[src/rtl/mcdf_pkg.sv]
// ----------------------------------------------------------------------------
// mcdf_pkg
// Shared definitions for the MCDF control/status register block and its bench:
// command encodings, register map, register field positions, the per-channel
// enable state enum and the status margin saturation helper.
// ----------------------------------------------------------------------------
package mcdf_pkg;

  // Command bus encodings (2'b11 is reserved and behaves as IDLE)
  localparam logic [1:0] CMD_IDLE  = 2'b00;
  localparam logic [1:0] CMD_WRITE = 2'b10;
  localparam logic [1:0] CMD_READ  = 2'b01;

  // Register map: control register n at CTRL_BASE_ADDR + 4n,
  // status register n at STAT_BASE_ADDR + 4n
  localparam logic [7:0] CTRL_BASE_ADDR = 8'h00;
  localparam logic [7:0] STAT_BASE_ADDR = 8'h10;
  localparam int         ADDR_STRIDE    = 4;

  // Control register fields
  localparam int CTRL_EN_BIT   = 0;
  localparam int CTRL_PRIO_LSB = 1;
  localparam int CTRL_PRIO_W   = 2;
  localparam int CTRL_LEN_LSB  = 3;
  localparam int CTRL_LEN_W    = 3;
  localparam int CTRL_FIELD_W  = 6;

  // Status register fields
  localparam int STAT_MARGIN_LSB = 0;
  localparam int STAT_MARGIN_W   = 8;
  localparam int STAT_DRAIN_BIT  = 8;

  // Reset value of the priority field (lowest priority)
  localparam logic [1:0] PRIO_RESET = 2'b11;

  // Per-channel enable state
  typedef enum logic [1:0] {
    CH_DISABLED = 2'b00,
    CH_ENABLED  = 2'b01,
    CH_DRAINING = 2'b10
  } chnl_state_e;

  // Clamp a reported free-slot count to the physical FIFO depth
  function automatic logic [7:0] sat_margin(input logic [7:0] margin,
                                            input logic [7:0] depth);
    return (margin > depth) ? depth : margin;
  endfunction

endpackage

[src/rtl/mcdf_ctrl_regs_if.sv]
// ----------------------------------------------------------------------------
// mcdf_ctrl_regs_if
// Command bus between a register master and the MCDF register block.
//   cmd_i       2   command (IDLE / WRITE / READ)
//   cmd_addr_i  8   byte address
//   cmd_data_i  32  write data
//   cmd_data_o  32  registered read data (1-cycle latency)
// The master modport drives the command; the slave modport returns read data.
// ----------------------------------------------------------------------------
interface mcdf_ctrl_regs_if;
  logic [1:0]  cmd_i;
  logic [7:0]  cmd_addr_i;
  logic [31:0] cmd_data_i;
  logic [31:0] cmd_data_o;

  modport master (
    output cmd_i, cmd_addr_i, cmd_data_i,
    input  cmd_data_o
  );

  modport slave (
    input  cmd_i, cmd_addr_i, cmd_data_i,
    output cmd_data_o
  );
endinterface

[src/rtl/mcdf_chnl_ctrl.sv]
// ----------------------------------------------------------------------------
// mcdf_chnl_ctrl
// One channel's control register, enable state machine and the effective
// (packet-safe) copy of prio/len driven to the channel.
//   clk, rstn          clock, asynchronous active-low reset
//   i_wr_en            write strobe for this channel's control register
//   i_wr_data[5:0]     control field bits of the write data
//   i_busy             channel is mid-packet
//   o_en               effective enable (ENABLED or DRAINING)
//   o_drain_pending    channel is in DRAINING
//   o_prio, o_len      effective priority / length code
//   o_ctrl_rd[5:0]     software view of the control fields for read-back
// ----------------------------------------------------------------------------
module mcdf_chnl_ctrl
  import mcdf_pkg::*;
(
  input  logic                    clk,
  input  logic                    rstn,
  input  logic                    i_wr_en,
  input  logic [CTRL_FIELD_W-1:0] i_wr_data,
  input  logic                    i_busy,
  output logic                    o_en,
  output logic                    o_drain_pending,
  output logic [CTRL_PRIO_W-1:0]  o_prio,
  output logic [CTRL_LEN_W-1:0]   o_len,
  output logic [CTRL_FIELD_W-1:0] o_ctrl_rd
);

  logic                   r_sw_en;
  logic [CTRL_PRIO_W-1:0] r_sw_prio;
  logic [CTRL_LEN_W-1:0]  r_sw_len;
  logic [CTRL_PRIO_W-1:0] r_eff_prio;
  logic [CTRL_LEN_W-1:0]  r_eff_len;
  chnl_state_e            r_state;
  chnl_state_e            w_state_next;

  logic                   w_wr_en_bit;
  logic [CTRL_PRIO_W-1:0] w_prio_next;
  logic [CTRL_LEN_W-1:0]  w_len_next;
  logic                   w_cfg_open;

  assign w_wr_en_bit = i_wr_data[CTRL_EN_BIT];
  assign w_prio_next = i_wr_en ? i_wr_data[CTRL_PRIO_LSB +: CTRL_PRIO_W] : r_sw_prio;
  assign w_len_next  = i_wr_en ? i_wr_data[CTRL_LEN_LSB +: CTRL_LEN_W]   : r_sw_len;

  // The effective config may only move while no packet is in flight; a
  // disabled channel has nothing to protect.
  assign w_cfg_open = (r_state == CH_DISABLED) || !i_busy;

  // A write is evaluated against this cycle's busy, so a write coinciding with
  // busy falling sees busy=1 and a same-cycle en=1 write wins over drain exit.
  always_comb begin
    w_state_next = r_state;
    case (r_state)
      CH_DISABLED: if (i_wr_en && w_wr_en_bit) w_state_next = CH_ENABLED;
      CH_ENABLED:  if (i_wr_en && !w_wr_en_bit)
                     w_state_next = i_busy ? CH_DRAINING : CH_DISABLED;
      CH_DRAINING: if (i_wr_en && w_wr_en_bit) w_state_next = CH_ENABLED;
                   else if (!i_busy)           w_state_next = CH_DISABLED;
      default:     w_state_next = CH_DISABLED;
    endcase
  end

  always_ff @(posedge clk or negedge rstn) begin
    if (!rstn) begin
      r_state    <= CH_DISABLED;
      r_sw_en    <= 1'b0;
      r_sw_prio  <= PRIO_RESET;
      r_sw_len   <= '0;
      r_eff_prio <= PRIO_RESET;
      r_eff_len  <= '0;
    end else begin
      r_state <= w_state_next;
      if (i_wr_en) begin
        r_sw_en   <= w_wr_en_bit;
        r_sw_prio <= w_prio_next;
        r_sw_len  <= w_len_next;
      end
      if (w_cfg_open) begin
        r_eff_prio <= w_prio_next;
        r_eff_len  <= w_len_next;
      end
    end
  end

  assign o_en            = (r_state != CH_DISABLED);
  assign o_drain_pending = (r_state == CH_DRAINING);
  assign o_prio          = r_eff_prio;
  assign o_len           = r_eff_len;
  assign o_ctrl_rd       = {r_sw_len, r_sw_prio, r_sw_en};

endmodule

[src/rtl/mcdf_ctrl_regs.sv]
// ----------------------------------------------------------------------------
// mcdf_ctrl_regs
// MCDF control/status register block: address decode, per-channel control
// instances and the registered read mux.
//   clk, rstn       clock, asynchronous active-low reset
//   bus             command bus (slave side)
//   slv_margin_i    per-channel FIFO free-slot count, 8 bits per channel
//   chnl_busy_i     per-channel mid-packet flag
//   chnl_en_o       per-channel effective enable
//   chnl_prio_o     per-channel priority, 2 bits per channel (0 highest)
//   chnl_len_o      per-channel packet length code, 3 bits per channel
// ----------------------------------------------------------------------------
module mcdf_ctrl_regs
  import mcdf_pkg::*;
#(
  parameter int CHNL_NUM   = 3,
  parameter int FIFO_DEPTH = 32
) (
  input  logic                  clk,
  input  logic                  rstn,
  mcdf_ctrl_regs_if.slave       bus,
  input  logic [CHNL_NUM*8-1:0] slv_margin_i,
  input  logic [CHNL_NUM-1:0]   chnl_busy_i,
  output logic [CHNL_NUM-1:0]   chnl_en_o,
  output logic [CHNL_NUM*2-1:0] chnl_prio_o,
  output logic [CHNL_NUM*3-1:0] chnl_len_o
);

  logic                    w_is_write;
  logic [CHNL_NUM-1:0]     w_wr_sel;
  logic [CHNL_NUM-1:0]     w_drain;
  logic [CTRL_FIELD_W-1:0] w_ctrl_rd [CHNL_NUM];
  logic [31:0]             w_rd_data;
  logic [31:0]             r_rd_data;
  logic                    w_unused;

  // Reserved write-data bits carry no state
  assign w_unused   = ^bus.cmd_data_i[31:CTRL_FIELD_W];
  assign w_is_write = (bus.cmd_i == CMD_WRITE);

  generate
    for (genvar gi = 0; gi < CHNL_NUM; gi++) begin : g_chnl
      localparam logic [7:0] CTRL_ADDR = CTRL_BASE_ADDR + 8'(ADDR_STRIDE * gi);

      // Exact match rejects unaligned, status and unmapped addresses
      assign w_wr_sel[gi] = w_is_write && (bus.cmd_addr_i == CTRL_ADDR);

      mcdf_chnl_ctrl u_chnl (
        .clk             (clk),
        .rstn            (rstn),
        .i_wr_en         (w_wr_sel[gi]),
        .i_wr_data       (bus.cmd_data_i[CTRL_FIELD_W-1:0]),
        .i_busy          (chnl_busy_i[gi]),
        .o_en            (chnl_en_o[gi]),
        .o_drain_pending (w_drain[gi]),
        .o_prio          (chnl_prio_o[gi*2 +: 2]),
        .o_len           (chnl_len_o[gi*3 +: 3]),
        .o_ctrl_rd       (w_ctrl_rd[gi])
      );
    end
  endgenerate

  // Read mux: anything not matching a register reads as zero
  always_comb begin
    w_rd_data = '0;
    for (int n = 0; n < CHNL_NUM; n++) begin
      if (bus.cmd_addr_i == CTRL_BASE_ADDR + 8'(ADDR_STRIDE * n))
        w_rd_data = 32'(w_ctrl_rd[n]);
      if (bus.cmd_addr_i == STAT_BASE_ADDR + 8'(ADDR_STRIDE * n)) begin
        w_rd_data[STAT_MARGIN_LSB +: STAT_MARGIN_W] =
          sat_margin(slv_margin_i[n*8 +: 8], 8'(FIFO_DEPTH));
        w_rd_data[STAT_DRAIN_BIT] = w_drain[n];
      end
    end
  end

  // Read data holds only for the cycle after a READ; otherwise returns zero
  always_ff @(posedge clk or negedge rstn) begin
    if (!rstn)
      r_rd_data <= '0;
    else
      r_rd_data <= (bus.cmd_i == CMD_READ) ? w_rd_data : '0;
  end

  assign bus.cmd_data_o = r_rd_data;

endmodule

[src/flat_wrapper.sv]
// flat-port wrapper written by rule: the top's interface ports become plain ports
module mcdf_ctrl_regs_flat import mcdf_pkg::*;
#(
  parameter int CHNL_NUM   = 3,
  parameter int FIFO_DEPTH = 32
)
  (clk, rstn, slv_margin_i, chnl_busy_i, chnl_en_o, chnl_prio_o, chnl_len_o, bus_cmd_i, bus_cmd_addr_i, bus_cmd_data_i, bus_cmd_data_o);
  mcdf_ctrl_regs_if bus_i ();
  input  logic clk;
  input  logic rstn;
  input  logic [CHNL_NUM*8-1:0] slv_margin_i;
  input  logic [CHNL_NUM-1:0] chnl_busy_i;
  output logic [CHNL_NUM-1:0] chnl_en_o;
  output logic [CHNL_NUM*2-1:0] chnl_prio_o;
  output logic [CHNL_NUM*3-1:0] chnl_len_o;
  input wire logic [$bits(bus_i.cmd_i)-1:0] bus_cmd_i;
  input wire logic [$bits(bus_i.cmd_addr_i)-1:0] bus_cmd_addr_i;
  input wire logic [$bits(bus_i.cmd_data_i)-1:0] bus_cmd_data_i;
  output wire logic [$bits(bus_i.cmd_data_o)-1:0] bus_cmd_data_o;
  assign bus_i.cmd_i = bus_cmd_i;
  assign bus_i.cmd_addr_i = bus_cmd_addr_i;
  assign bus_i.cmd_data_i = bus_cmd_data_i;
  assign bus_cmd_data_o = bus_i.cmd_data_o;
  mcdf_ctrl_regs #(.CHNL_NUM(CHNL_NUM), .FIFO_DEPTH(FIFO_DEPTH)) u_core (.clk(clk), .rstn(rstn), .bus(bus_i), .slv_margin_i(slv_margin_i), .chnl_busy_i(chnl_busy_i), .chnl_en_o(chnl_en_o), .chnl_prio_o(chnl_prio_o), .chnl_len_o(chnl_len_o));
endmodule
[config.mk]
export PLATFORM = sky130hd
export DESIGN_NAME = mcdf_ctrl_regs_flat
export DESIGN_NICKNAME = d
export VERILOG_FILES = /design/src/rtl/mcdf_pkg.sv /design/src/rtl/mcdf_ctrl_regs_if.sv /design/src/rtl/mcdf_chnl_ctrl.sv /design/src/rtl/mcdf_ctrl_regs.sv /design/src/flat_wrapper.sv
export SDC_FILE = /design/constraint.sdc
export NUM_CORES = 1
export LEC_CHECK = 0
export CORE_ASPECT_RATIO = 1.2
export CORE_UTILIZATION = 33
export CTS_CLUSTER_SIZE = 10
export DETAILED_ROUTE_END_ITERATION = 7
export PLACE_DENSITY = 0.66
export SYNTH_ARGS = -nofsm -noshare
export SYNTH_HDL_FRONTEND = slang
export SYNTH_HIERARCHICAL = 1
export SYNTH_SLANG_ARGS = --single-unit
export TNS_END_PERCENT = 100
[constraint.sdc]
create_clock -name clk -period 1.1 [get_ports clk]
set_input_delay 0.33 -clock clk [delete_from_list [all_inputs] [get_ports clk]]
set_output_delay 0.33 -clock clk [all_outputs]
set_load 0.005 [all_outputs]
==> out/qor.txt <==
=====================================================================================
Post-route minimum period ..............................................     1.639 ns
H-tree depth reported by CTS ...........................................            2
GPL Wtd Cong ...........................................................       0.7867
Setup slack of the most critical reg-to-reg path .......................     -0.18 ns
Die Area ...............................................................   8480 sq um
Antenna cell count .....................................................            0
EDFF count, synth ......................................................            0
Met2 WL ................................................................      3526 um
Timing-limited maximum frequency .......................................   0.6102 GHz
Number of instances in the synthesized netlist .........................          220
Met3 Wirelength ........................................................       313 um
Violations in the final reports ........................................ DRC, setup timing
Starting density of the core ...........................................       34.54%
Detailed-routing wirelength on met1 ....................................      3259 um
Crit Path Max Fanout ...................................................            6
Fraction of layout instances using a drive strength above 1 ............       60.06%
Gr usage total .........................................................       17.23%
Cell type contributing the most total cell area after synthesis ........ sky130_fd_sc_hd__dfrtp_1
Arrival time at the worst endpoint .....................................      1.83 ns
Register bit count reported by yosys ...................................           48
Worst-case setup slack after placement .................................    -1.305 ns
Clock Latency Late Sink ................................................      0.30 ns
Area growth from synthesis to layout ...................................       55.61%
Worst r2r dst .......................................................... u_core/g_chnl[2].u_chnl/o_len[2]
Sequential cell area fraction in the yosys report ......................       45.42%
Setup crit start kind ..................................................   input port
Max Buffers Root-to-Sink ...............................................            2
Final Instance Count excl. Fillers .....................................          440
Antenna violations before repair .......................................            0
Number of global-route vias before repair ..............................        2,105
HPWL Detailed ..........................................................      5000 um
Top layer reached by signal wires ......................................         met4
Power density cells .................................................... 972.3 nW/um^2
# port buffers .........................................................           71
CTS tree ...............................................................          yes
Vias per inst ..........................................................        4.757
DRT iter0 DRCs .........................................................          118
Maximum number of pins on one net before global-route repair ...........           49
Fillers ................................................................          665
# rows .................................................................           35
Most frequent standard cell in the layout excluding fill and tap cells . sky130_fd_sc_hd__buf_4
Cell depth of the worst flop-to-flop path ..............................            3
Required time worst endpoint ...........................................      1.29 ns
Average wire per standard cell .........................................     16.34 um
Most frequent cells in the layout ...................................... sky130_fd_sc_hd__buf_4 (39), sky130_fd_sc_hd__dfrtp_1 (36), sky130_fd_sc_hd__mux2_4 (31), sky130_fd_sc_hd__buf_6 (27), sky130_fd_sc_hd__buf_2 (27)
Final Setup Violations .................................................           73
Maximum ir drop on the vdd rail ........................................    0.4787 mV
Worst-path clk slew ....................................................      0.10 ns
Ranking of synthesized cells by area ................................... sky130_fd_sc_hd__dfrtp_1 (34%), sky130_fd_sc_hd__mux2_4 (17%), sky130_fd_sc_hd__dfstp_2 (12%)
Count of max-cap constraint violations .................................            0
Max Transition Viols Final .............................................            0
Min setup slack post-route .............................................   -0.5387 ns
Beginning of the worst register-to-register path ....................... u_core/g_chnl[2].u_chnl/r_state[1]
First-pass GRT wire length .............................................    11,180 um
ANT nets after route ...................................................            0
Root buffer cell ....................................................... sky130_fd_sc_hd__clkbuf_8
Final worst-path cycle share ...........................................       149.0%
Number of hold violations in the final report ..........................            0
Number of instances in the placed design ...............................          403
Crit path capture type .................................................     register
Type of the worst min-delay path .......................................  in -> async
Final clock skew .......................................................  0.006605 ns
# DRC ..................................................................           16
Leakage power ..........................................................     2.002 nW
Async set or reset register ratio after synthesis ......................       100.0%
Die extent in x ........................................................     84.23 um
Area fraction of the dominant cell type after synthesis ................       33.64%
Die height .............................................................     100.7 um
Layout Nets ............................................................          418
Result of the run ...................................................... finished, violations left
Post-synthesis instance area ...........................................   2678 sq um
Ports ..................................................................          121
Unrepaired setup endpoints after global routing ........................          yes
Category of the most critical setup path ...............................    in -> reg
Total congestion overflow ..............................................            0
Routed vias ............................................................        2,093
Avg Inst Size Synth ....................................................  12.17 sq um
Total CTS buffers ......................................................            5
Distinct cell type count after synthesis ...............................           39
CTS Sinks ..............................................................           48
WL final ...............................................................      7189 um
Yosys warning count ....................................................            6
Post-cts hold buffer count .............................................            0
Top FF cell, synth ..................................................... sky130_fd_sc_hd__dfrtp_1
Core footprint .........................................................   7751 sq um
Initial DRT Pass Iterations ............................................            6
=====================================================================================
==> flip-flops by register name (all words and copies together), names as in the netlist <==
signal / flops
u_core/g_chnl.u_chnl/o_prio: 6
u_core/g_chnl.u_chnl/r_sw_en: 3
u_core/g_chnl.u_chnl/o_len: 9
u_core/g_chnl.u_chnl/r_sw_len: 9
u_core/g_chnl.u_chnl/r_state: 6
u_core/bus.cmd_data_o: 9
u_core/g_chnl.u_chnl/r_sw_prio: 6
==> power by group <==
part           switching (mW)  internal (mW)
clock                   0.636          0.916
combinational           0.289          0.363
sequential             0.0279           1.82
==> logic make-up (layout without fill, tap and decap cells) <==
group | count (synthesis) | count (layout) | synth area share (%)
buffers and inverters | 41 | 145 | 11.45
AOI/OAI and AO/OA | 43 | 43 | 11.36
and+or+nand+nor | 51 | 51 | 12.38
muxes | 36 | 36 | 19.25
other | 1 | 25 | 0.1401
DFF | 48 | 48 | 45.42
==> repair_timing <==
item / 4_1_cts / 5_1_grt
setup buffers: 21 / 11
gates resized for setup: 250 / 21
cloned: 1 / 0
endpoints found under the setup margin: 73 / 73
pin swaps: 27 / 12
==> stage by stage <==
stage          setup TNS (ns)  util (%)  hold slack, ns  cell area [sq um]  total power, mW
2_1_floorplan          -21.72         -         0.03441               2864            2.144
3_3_place_gp           -51.15     46.68          0.3344               3618            2.427
3_5_place_dp           -52.18     46.68          0.3363               3618            2.435
4_1_cts                -16.40     51.83        0.005685               4018            4.042
5_1_grt                -20.32     53.75         0.01523               4167            4.197
6_report               -18.11     53.75        0.003804               4167            4.051
==> layer usage <==
| layer | track usage (%) | up-vias |
|---|---|---|
| met2 | 28.50 | 67 |
| met3 | 3.194 | 9 |
| met4 | 5.172 | 0 |
| met1 | 23.07 | 1035 |
| li1 | - | 982 |
| met5 | 0 | - |
==> how the worst max path moves through the flow <==
stage / start / slack, ns / end / cells after the start
global route: bus_cmd_addr_i[3] / -0.57 / u_core/g_chnl[0].u_chnl/o_len[2] / 7
finish: bus_cmd_addr_i[3] / -0.54 / u_core/g_chnl[0].u_chnl/o_len[1] / 7
detailed placement: bus_cmd_addr_i[1] / -1.31 / u_core/g_chnl[1].u_chnl/o_len[1] / 7
CTS: bus_cmd_addr_i[1] / -0.53 / u_core/g_chnl[1].u_chnl/o_len[2] / 7
floorplan: bus_cmd_addr_i[2] / -0.76 / u_core/g_chnl[2].u_chnl/o_len[0] / 8
global placement: bus_cmd_addr_i[1] / -1.25 / u_core/g_chnl[1].u_chnl/o_len[1] / 7
==> worst max-delay path, stage by stage <==
cell and delay (ns):
sky130_fd_sc_hd__buf_8 0.10, sky130_fd_sc_hd__nor3_4 0.25, sky130_fd_sc_hd__nand2_2 0.13, sky130_fd_sc_hd__nor3_2 0.26
sky130_fd_sc_hd__buf_6 0.18, sky130_fd_sc_hd__mux2_4 0.31, sky130_fd_sc_hd__mux2_4 0.26
==> Yosys cell counts (7+ instances only) <==
master / count
sky130_fd_sc_hd__a211oi_1: 8
sky130_fd_sc_hd__a21oi_1: 8
sky130_fd_sc_hd__buf_4: 26
sky130_fd_sc_hd__dfrtp_1: 36
sky130_fd_sc_hd__dfstp_2: 12
sky130_fd_sc_hd__inv_1: 8
sky130_fd_sc_hd__mux2_4: 31
sky130_fd_sc_hd__nand2_1: 8
sky130_fd_sc_hd__nor2b_1: 7
sky130_fd_sc_hd__o21ai_0: 12
==> area by class of cell <==
cell class                 instances  area, sq um  share of cell area, %
clock inverter                     3        68.82                  1.652
timing repair buffer             129         1152                  27.66
tap                               92        115.1                  2.763
clock buffer                       5        68.82                  1.652
sequential                        48         1216                  29.19
inverter                           8        30.03                 0.7207
multi-input combinational        155         1515                  36.37
(Power assumes the default switching activity.)
